$ cat config.mk
export PLATFORM = sky130hd
export DESIGN_NAME = minbd_side_buffer_gen
export DESIGN_NICKNAME = d
export VERILOG_FILES = /design/src/rtl/minbd_pkg.sv /design/src/rtl/minbd_starve_ctr.sv /design/src/rtl/minbd_side_buffer_gen.sv
export SDC_FILE = /design/constraint.sdc
export NUM_CORES = 1
export LEC_CHECK = 0
export CAP_MARGIN = 15
export CORE_MARGIN = 2
export CORE_UTILIZATION = 40
export CTS_BUF_LIST = sky130_fd_sc_hd__clkbuf_8
export CTS_CLUSTER_DIAMETER = 120
export DETAILED_ROUTE_END_ITERATION = 6
export HOLD_SLACK_MARGIN = 0.03
export PLACE_DENSITY = 0.66
export SETUP_SLACK_MARGIN = 0.1
export SKIP_CTS_REPAIR_TIMING = 1
export SYNTH_ARGS = -nofsm -noshare
export SYNTH_HDL_FRONTEND = slang
export SYNTH_SLANG_ARGS = --single-unit
export TNS_END_PERCENT = 30
$ cat constraint.sdc
create_clock -name clk -period 5.1 [get_ports clk]
set_input_delay 1.02 -clock clk [delete_from_list [all_inputs] [get_ports clk]]
set_output_delay 1.02 -clock clk [all_outputs]
set_load 0.03 [all_outputs]
$ cat src/rtl/minbd_pkg.sv
// Shared MinBD side-buffer definitions: flit/starve/statistic widths and a
// saturating add helper for the optional MINBD_SB_STATS_EN counters.
package minbd_pkg;

    localparam int unsigned FLIT_W_DEF   = 64;
    localparam int unsigned STARVE_CNT_W = 8;
    localparam int unsigned STAT_W       = 16;

    typedef logic [FLIT_W_DEF-1:0]   flit_t;
    typedef logic [STARVE_CNT_W-1:0] starve_cnt_t;
    typedef logic [STAT_W-1:0]       stat_t;

    // Per-cycle write arbitration result; redirect always wins a single slot.
    typedef struct packed {
        logic acc_redirect;
        logic acc_eject;
        logic drop;
    } wr_dec_t;

    function automatic stat_t stat_add(stat_t v, logic [1:0] inc);
        logic [STAT_W:0] sum;
        sum = {1'b0, v} + {{(STAT_W-1){1'b0}}, inc};
        return sum[STAT_W] ? {STAT_W{1'b1}} : sum[STAT_W-1:0];
    endfunction

endpackage

$ cat src/rtl/minbd_starve_ctr.sv
// Saturating starvation counter for the side buffer head; starve is a
// registered threshold compare that drops the cycle after a pop.
module minbd_starve_ctr
    import minbd_pkg::*;
#(
    parameter int unsigned STARVE_TH = 8
) (
    input  logic clk,
    input  logic rst,
    input  logic empty,
    input  logic inject_gnt,
    output logic starve
);

    starve_cnt_t cnt_q, cnt_d;
    logic        starve_d;

    always_comb begin
        cnt_d = cnt_q;
        if (empty || inject_gnt) begin
            cnt_d = '0;
        end else if (cnt_q != {STARVE_CNT_W{1'b1}}) begin
            cnt_d = cnt_q + 1'b1;
        end
        starve_d = (cnt_d >= STARVE_CNT_W'(STARVE_TH));
    end

    always_ff @(posedge clk) begin
        if (rst) begin
            cnt_q  <= '0;
            starve <= 1'b0;
        end else begin
            cnt_q  <= cnt_d;
            starve <= starve_d;
        end
    end

endmodule

$ cat src/rtl/minbd_side_buffer_gen.sv
// MinBD side buffer: dual-write (redirect before eject), single-read FWFT FIFO
// with sticky overflow and starvation flag. Define MINBD_SB_STATS_EN for stats.
module minbd_side_buffer_gen
    import minbd_pkg::*;
#(
    parameter int unsigned FLIT_W    = FLIT_W_DEF,
    parameter int unsigned DEPTH     = 4,
    parameter int unsigned STARVE_TH = 8
) (
    input  logic                       clk,
    input  logic                       rst,
    input  logic [FLIT_W-1:0]          din_redirect,
    input  logic                       redirect_gnt,
    input  logic [FLIT_W-1:0]          din_eject,
    input  logic                       eject_vld,
    output logic [FLIT_W-1:0]          dout_inject,
    input  logic                       inject_gnt,
    output logic                       full,
    output logic                       empty,
    output logic                       almost_full,
    output logic                       starve,
    output logic [$clog2(DEPTH):0]     count,
    output logic                       overflow,
    output stat_t                      stat_wr,
    output stat_t                      stat_drop,
    output stat_t                      stat_starve_cyc
);

    localparam int unsigned PTR_W = $clog2(DEPTH);
    localparam int unsigned CNT_W = PTR_W + 1;

    logic [FLIT_W-1:0] mem [DEPTH];
    logic [PTR_W-1:0]  rd_ptr_q, rd_ptr_d, wr_ptr_q, wr_ptr_d, eject_ptr;
    logic [CNT_W-1:0]  count_q, count_d, space;
    logic              overflow_q, overflow_d;
    logic              pop;
    logic [1:0]        n_wr;
    wr_dec_t           dec;

    always_comb begin
        pop   = inject_gnt && (count_q != '0);
        // A same-cycle pop frees a slot for this cycle's writes.
        space = CNT_W'(DEPTH) - count_q + {{(CNT_W-1){1'b0}}, pop};

        dec.acc_redirect = redirect_gnt && (space != '0);
        dec.acc_eject    = eject_vld &&
                           (space > (dec.acc_redirect ? CNT_W'(1) : CNT_W'(0)));
        dec.drop         = (redirect_gnt && !dec.acc_redirect) ||
                           (eject_vld && !dec.acc_eject);

        n_wr       = {1'b0, dec.acc_redirect} + {1'b0, dec.acc_eject};
        eject_ptr  = dec.acc_redirect ? wr_ptr_q + PTR_W'(1) : wr_ptr_q;
        wr_ptr_d   = wr_ptr_q + PTR_W'(n_wr);
        rd_ptr_d   = rd_ptr_q + PTR_W'(pop);
        count_d    = count_q + CNT_W'(n_wr) - CNT_W'(pop);
        overflow_d = overflow_q | dec.drop;
    end

    always_ff @(posedge clk) begin
        if (rst) begin
            rd_ptr_q   <= '0;
            wr_ptr_q   <= '0;
            count_q    <= '0;
            overflow_q <= 1'b0;
        end else begin
            rd_ptr_q   <= rd_ptr_d;
            wr_ptr_q   <= wr_ptr_d;
            count_q    <= count_d;
            overflow_q <= overflow_d;
        end
    end

    // Storage is not reset; occupancy and the empty gate on dout hide stale data.
    always_ff @(posedge clk) begin
        if (!rst) begin
            if (dec.acc_redirect) mem[wr_ptr_q] <= din_redirect;
            if (dec.acc_eject)    mem[eject_ptr] <= din_eject;
        end
    end

    assign count       = count_q;
    assign overflow    = overflow_q;
    assign empty       = (count_q == '0);
    assign full        = (count_q == CNT_W'(DEPTH));
    assign almost_full = (count_q >= CNT_W'(DEPTH - 1));
    assign dout_inject = empty ? '0 : mem[rd_ptr_q];

    minbd_starve_ctr #(
        .STARVE_TH (STARVE_TH)
    ) u_starve_ctr (
        .clk        (clk),
        .rst        (rst),
        .empty      (empty),
        .inject_gnt (inject_gnt),
        .starve     (starve)
    );

`ifdef MINBD_SB_STATS_EN
    stat_t      stat_wr_q, stat_drop_q, stat_starve_q;
    logic [1:0] n_drop;

    assign n_drop = {1'b0, redirect_gnt && !dec.acc_redirect} +
                    {1'b0, eject_vld && !dec.acc_eject};

    always_ff @(posedge clk) begin
        if (rst) begin
            stat_wr_q     <= '0;
            stat_drop_q   <= '0;
            stat_starve_q <= '0;
        end else begin
            stat_wr_q     <= stat_add(stat_wr_q, n_wr);
            stat_drop_q   <= stat_add(stat_drop_q, n_drop);
            stat_starve_q <= stat_add(stat_starve_q, {1'b0, starve});
        end
    end

    assign stat_wr         = stat_wr_q;
    assign stat_drop       = stat_drop_q;
    assign stat_starve_cyc = stat_starve_q;
`else
    assign stat_wr         = '0;
    assign stat_drop       = '0;
    assign stat_starve_cyc = '0;
`endif

endmodule

Word level (Yosys, flattened, before mapping)
Memories as Yosys holds them, arrays and structs flattened. A register that Yosys moved wholly into a read port is not among the register bits.
Index checks and enable logic that the tools add are counted.
W data, S select, Z words.
Storage, ports and cells
  register bits: 17
  RAM bits: 256
  input bits: 133
  output and inout bits: 120
  logic and storage cells: 46
  memories kept: 1
Memory list
  mem: depth 4, bits a word 64, rd ports 1, clocked after Yosys merged registers in 1, write ports 2, RTL line minbd_side_buffer_gen.sv:32  | logic [FLIT_W-1:0] mem [DEPTH];
Cells by class
  add/sub/neg operators: 9
  order comparisons: 3
  equal/unequal tests: 2
  muxes and demuxes: 12
  bitwise gates (word level): 1
  reduce and logical (&&, ||, !) cells: 12
Operators by type and width (count)
  $mux W64: 1
  $mux W8: 2
  $add A8 B1 Y8 const B: 1
  $ge A8 B4 Y1 const B: 1
  $ne A8 B8 Y1 const B: 1
  $mux W1: 7
  $reduce_bool A3 Y1: 2
  $logic_and A1 B1 Y1: 5
  $mux W2: 2
  $add A3 B1 Y3: 1
  $add A3 B2 Y3: 1
  $eq A3 B3 Y1 const B: 1
  $ge A3 B2 Y1 const B: 1
  $gt A3 B1 Y1: 1
  $logic_not A3 Y1: 1
  $sub A3 B1 Y3: 1
  $sub A3 B3 Y3 const A: 1
  $add A1 B1 Y2: 1
  $add A2 B1 Y2: 1
  $add A2 B1 Y2 const B: 1
  $add A2 B2 Y2: 1
  $logic_not A1 Y1: 2
  $logic_or A1 B1 Y1: 2
  $or A1 B1 Y1: 1

Longest topological paths before layout
  depth in word-level cells: 12
  mapped depth: 23
  depth with buffers taken out: 22

Cells and area by module
From an unflattened synthesis, not the netlist that was laid out.
Second synthesis, totals
  cell total of the unflattened synthesis: 863
  area, all modules: 14481.4 um2
Modules (own cells, without submodules)
  minbd_side_buffer_gen: times used 1, cells an instance 819, area each 14059.7 um2, sequential area each 7847.5 um2
  minbd_starve_ctr: times used 1, cells an instance 44, area each 421.7 um2, sequential area each 180.2 um2

Worst setup path after synthesis
Ideal clock, no wire load.
  path type: flip-flop to flip-flop
  start point: reg count_q[2], in the netlist count[2]
  end point: mem mem[1][0] in the netlist's numbering (enable)
  setup time: 0.421 ns
  arrival time: 5.253 ns
  required time: 4.679 ns
  setup slack: -0.574 ns
  cell stages (with the launch flop): 18
  path buffers: 3
  clock period less this slack: 5.674 ns
  cell sequence: dfxtp_1 > nor3_1 > clkbuf_1 > nand2b_1 > ha_1 > inv_1 > ha_1 > nand2b_1 > o21ai_0 > inv_1 > ha_1 > nor2_1 > nor3_1 > or4b_4 > o32ai_2 > buf_4 > buf_6 > a21o_1
RTL lines
  start: declaration: RTL line minbd_side_buffer_gen.sv:34  | logic [CNT_W-1:0] count_q, count_d, space;
  start signal: assignment: RTL line minbd_side_buffer_gen.sv:68  | count_q <= count_d;
  end: declaration: RTL line minbd_side_buffer_gen.sv:32

Worst setup path after layout
  start point: in inject_gnt
  end point: reg count_q[2], in the netlist count[2]
On the way
  longest elaborated chain between the ends: 10
RTL lines
  start: declaration: RTL line minbd_side_buffer_gen.sv:17  | input logic inject_gnt,
  $logic_and A1 B1 Y1 (*): RTL line minbd_side_buffer_gen.sv:41  | pop = inject_gnt && (count_q != '0);
  $add A3 B1 Y3: RTL line minbd_side_buffer_gen.sv:43  | space = CNT_W'(DEPTH) - count_q + {{(CNT_W-1){1'b0}}, pop};
  $reduce_bool A3 Y1: RTL line minbd_side_buffer_gen.sv:45  | dec.acc_redirect = redirect_gnt && (space != '0);
  $logic_and A1 B1 Y1: RTL line minbd_side_buffer_gen.sv:45
  $mux W1: RTL line minbd_side_buffer_gen.sv:47  | (space > (dec.acc_redirect ? CNT_W'(1) : CNT_W'(0)));
  $gt A3 B1 Y1: RTL line minbd_side_buffer_gen.sv:47
  $logic_and A1 B1 Y1: RTL line minbd_side_buffer_gen.sv:46  | dec.acc_eject = eject_vld &&
  $add A1 B1 Y2: RTL line minbd_side_buffer_gen.sv:51  | n_wr = {1'b0, dec.acc_redirect} + {1'b0, dec.acc_eject};
  $add A3 B2 Y3: RTL line minbd_side_buffer_gen.sv:55  | count_d = count_q + CNT_W'(n_wr) - CNT_W'(pop);
  $sub A3 B1 Y3 (*): RTL line minbd_side_buffer_gen.sv:55
Mark *: on every way between the ends. The rest lies on a longest branch, timed or not.
A chain may end at the register's enable or synchronous reset.

==> results_tabular.tex <==
\begin{tabular}{lr}
\hline
Metric & Value \\
\hline
\multicolumn{2}{l}{\textbf{Critical path}} \\
Classification of the worst setup path & in -> reg \\
Critical path peak fanout & 4 \\
Element type at the critical path start & input port \\
Maximum cell stage delay along the critical path & 0.48 ns \\
Data arrival time of the critical path & 4.92 ns \\
WP data required & 5.52 ns \\
Slowest library cell on the worst path & clkdlybuf4s50\_1 \\
Critical path endpoint category & flop \\
Most numerous cell on the critical path & ha\_1 \\
Beginning of the worst register-to-register path & count[2]\$\_SDFF\_PP0\_ \\
Critical path origin & inject\_gnt \\
Ordered list of cells on the worst path & clkdlybuf4s50\_1 -> nand2b\_1 -> ha\_1 -> inv\_1 -> ha\_1 -> nand2b\_1 -> o21ai\_0 -> inv\_1 -> ha\_1 -> nor2\_1 -> nor3\_1 -> nor2b\_1 -> ha\_1 -> inv\_1 -> ha\_1 -> inv\_1 -> ha\_1 -> inv\_1 -> fa\_1 -> xnor2\_1 -> xnor2\_1 -> nor2\_1 \\
\multicolumn{2}{l}{\textbf{Floorplanning}} \\
Standard-cell rows & 68 \\
Die ar. & 36900 um\^{}2 \\
Initial standard-cell utilization of the core & 0.407 \\
Die boundary width & 192 um \\
Number of ports placed on the die boundary & 253 \\
Placeable core region & 34700 um\^{}2 \\
Die height & 192 um \\
\multicolumn{2}{l}{\textbf{STA}} \\
Final cycle utilization of the critical path & 0.883 \\
Worst clock skew & 0.0203 ns \\
Setup\_tns & 0 ns \\
Measured slew at the worst slew-check pin & 0.903 ns \\
Number of hold violations in the final report & 0 \\
Worst relative slew slack & 0.398 \\
Final hold slack & 0.506 ns \\
Finish-stage setup viols & 0 \\
Final critical delay including setup and external delays & 4.50 ns \\
Total count of max-transition violations in the final report & 0 \\
Top achievable clock speed & 222 MHz \\
Unrepaired setup endpoints after global routing & no \\
\multicolumn{2}{l}{\textbf{Logic synthesis}} \\
Count of cell types in the netlist & 38 \\
Synth Instances & 855 \\
Synth warn & 0 \\
Yosys top cell by area & edfxtp\_1 \\
Proportion of register bits with asynchronous set or reset after synthesis & 0 \\
FF+latch count, synth & 273 \\
Number of enable-type register cells in the synthesized netlist & 256 \\
Proportion of netlist area held by the largest area contributor & 0.543 \\
Synth Cell Area & 14100 um\^{}2 \\
Area contributors post-synth & edfxtp\_1 (54\%), mux2\_2 (20\%), mux4\_2 (10\%), nor2b\_1 (3.1\%), buf\_4 (3.0\%) \\
Mean post-synth cell area & 16.5 um\^{}2 \\
Synth Flop Type & edfxtp\_1 \\
Sequential cell area fraction in the yosys report & 0.568 \\
\multicolumn{2}{l}{\textbf{Clock tree}} \\
Clk sink count & 273 \\
CTS clock-pin slew for the worst setup and hold paths & 0.06 ns \\
CTS Root Cell & clkbuf\_8 \\
TritonCTS buffer count & 48 \\
Clock Path Buffers & 3 \\
H-Tree Depth & 2 \\
CTS tree & built \\
Insertion delay to the later sink of the worst-skew pair & 0.55 ns \\
\multicolumn{2}{l}{\textbf{Global routing}} \\
Overflow after GRT & 0 \\
Maximum number of pins on one net before global-route repair & 67 \\
First-pass GRT wire length & 49.8 mm \\
Gr usage total & 0.179 \\
Initial antenna violation count & 0 \\
Via count of the first global-routing pass & 8560 \\
\multicolumn{2}{l}{\textbf{Drt}} \\
DRT Wirelength & 32.8 mm \\
Remaining number of nets flagged by the antenna check after routing & 0 \\
Residual DRC count & 0 \\
Routed via count divided by cell count & 5.10 \\
DRT Pass-1 Iters & 5 \\
Wire length per cell after detailed routing & 20.8 um \\
DRC marker count from the first detailed-route iteration & 376 \\
Total number of vias & 8024 \\
\multicolumn{2}{l}{\textbf{Cells and area}} \\
Number of nets in the finished design & 1233 \\
Share of post-route cells with drive strength above 1 & 0.372 \\
Post-layout instance area & 17700 um\^{}2 \\
Filler instances & 2954 \\
Layout-stage area growth over the synthesis result & 24.9\% \\
Area of the multi-input gates & 5650 um\^{}2 \\
Antenna diode instance count & 0 \\
Register area & 8040 um\^{}2 \\
Final design utilization & 0.509 \\
\multicolumn{2}{l}{\textbf{Pwr}} \\
Standby leakage power & 5.85 nW \\
Post-layout total power & 9.04 mW \\
Power Density & 511 nW/um\^{}2 \\
IR Drop Worst-Case VDD & 0.000272 V \\
\multicolumn{2}{l}{\textbf{Placed design}} \\
Cell area reported after detailed placement & 16800 um\^{}2 \\
Final HPWL from detailed placement & 20.3 mm \\
GP Congestion & 0.746 \\
Number of buffer cells added on primary ports & 204 \\
\multicolumn{2}{l}{\textbf{Run}} \\
Max-cap viol count & 0 \\
\multicolumn{2}{l}{\textbf{Hold path}} \\
Worst min path class & reg -> reg \\
Hold wc startpoint & overflow\$\_SDFF\_PP0\_ \\
\multicolumn{2}{l}{\textbf{Status}} \\
Outcome & complete, no violations \\
\hline
\end{tabular}
==> placed cells by master (no fill, tap or decap), types with 2 or more instances in the layout <==
cell type / Yosys / final
a211oi_1: 3 / 3
a21o_4: 0 / 4
a31oi_1: 2 / 2
buf_12: 0 / 20
buf_4: 56 / 8
bufinv_16: 0 / 2
clkbuf_8: 0 / 50
clkdlybuf4s50_1: 0 / 204
clkinv_1: 0 / 11
clkinv_2: 0 / 2
conb_1: 1 / 48
dfxtp_1: 17 / 15
dfxtp_4: 0 / 2
edfxtp_1: 256 / 256
ha_1: 14 / 14
inv_1: 10 / 28
mux2_2: 256 / 256
mux2i_1: 2 / 2
mux4_2: 64 / 64
nand2_1: 8 / 8
nand2b_1: 2 / 2
nand3_1: 2 / 2
nor2_1: 16 / 16
nor2b_1: 69 / 69
nor3_1: 5 / 4
o22ai_4: 0 / 2
o32ai_4: 0 / 2
or3_1: 2 / 2
xnor2_1: 6 / 6
xor2_1: 2 / 2
==> area by class of cell <==
cell class	instances	area share
inverter	10	0.00212
multi-input combinational	520	0.320
clock inverter	34	0.0106
sequential	273	0.455
timing repair buffer	232	0.142
clock buffer	50	0.0390
tap	455	0.0322
==> worst paths after layout <==
| check | to | slack [ns] | depth (start not counted) |
|---|---|---|---|
| worst max-delay path | count[2]$_SDFF_PP0_ | 0.60 | 22 |
| worst min-delay path | overflow$_SDFF_PP0_ | 0.51 | 2 |
| worst max register to register | count[2]$_SDFF_PP0_ | 0.89 | 22 |
| worst min register to register | overflow$_SDFF_PP0_ | 0.51 | 2 |
==> power breakdown <==
group          internal, mW  switching (mW)  total, mW
Combinational          1.84            2.12       3.96
Clock                  1.00           0.859       1.86
Sequential             3.04           0.175       3.22
==> routing by layer <==
metal	vias up	GRT usage	routed length, um
li1	3701	-	-
met4	0	0.0470	555
met1	4036	0.214	13100
met5	-	0	0
met3	38	0.0318	1740
met2	249	0.331	17400
==> worst max-delay path: cells and delay by family <==
family	cells	cell delay, ns
compound gates	1	0.20
xor+xnor	2	0.31
fa+ha+maj	7	1.84
buf+inv	6	0.80
simple gates	6	0.77
==> Yosys cell counts (all sizes together) (3+ instances only) <==
library cell and number:
edfxtp 256, mux2 256, buf 82, nor2b 69, mux4 64, clkbuf 17
dfxtp 17, nor2 16, ha 14, inv 10, nand2 8, xnor2 6
a21o 5, nor3 5, a211oi 3
==> kinds of logic after synthesis <==
logic type               count (synthesis)  share of synthesized area
adder cells (fa/ha/maj)                 15                     0.0138
AO/OA/AOI/OAI                           18                    0.00973
XOR/XNOR                                 8                    0.00495
flip-flops                             273                      0.568
AND/OR/NAND/NOR                        109                     0.0444
multiplexers                           322                      0.307
other                                    1                   0.000265
buffers and inverters                  109                     0.0522
==> state kept, by name, indices dropped and copies added (netlist names) <==
name / flops
count: 3
u_starve_ctr.starve: 1
u_starve_ctr.cnt_q: 8
wr_ptr_q: 2
rd_ptr_q: 2
mem: 256
overflow: 1
==> per-stage QoR <==
| stage | setup WS (ns) | instances |
|---|---|---|
| finish | 0.598 | 1574 |
| global route | 0.302 | 1574 |
| CTS | 0.598 | 1574 |
| detailed placement | -0.0189 | 1490 |
| global placement | 0.0605 | 1490 |
| floorplan | 0.0185 | 902 |
Note: power is estimated with default switching activity, not from simulation.
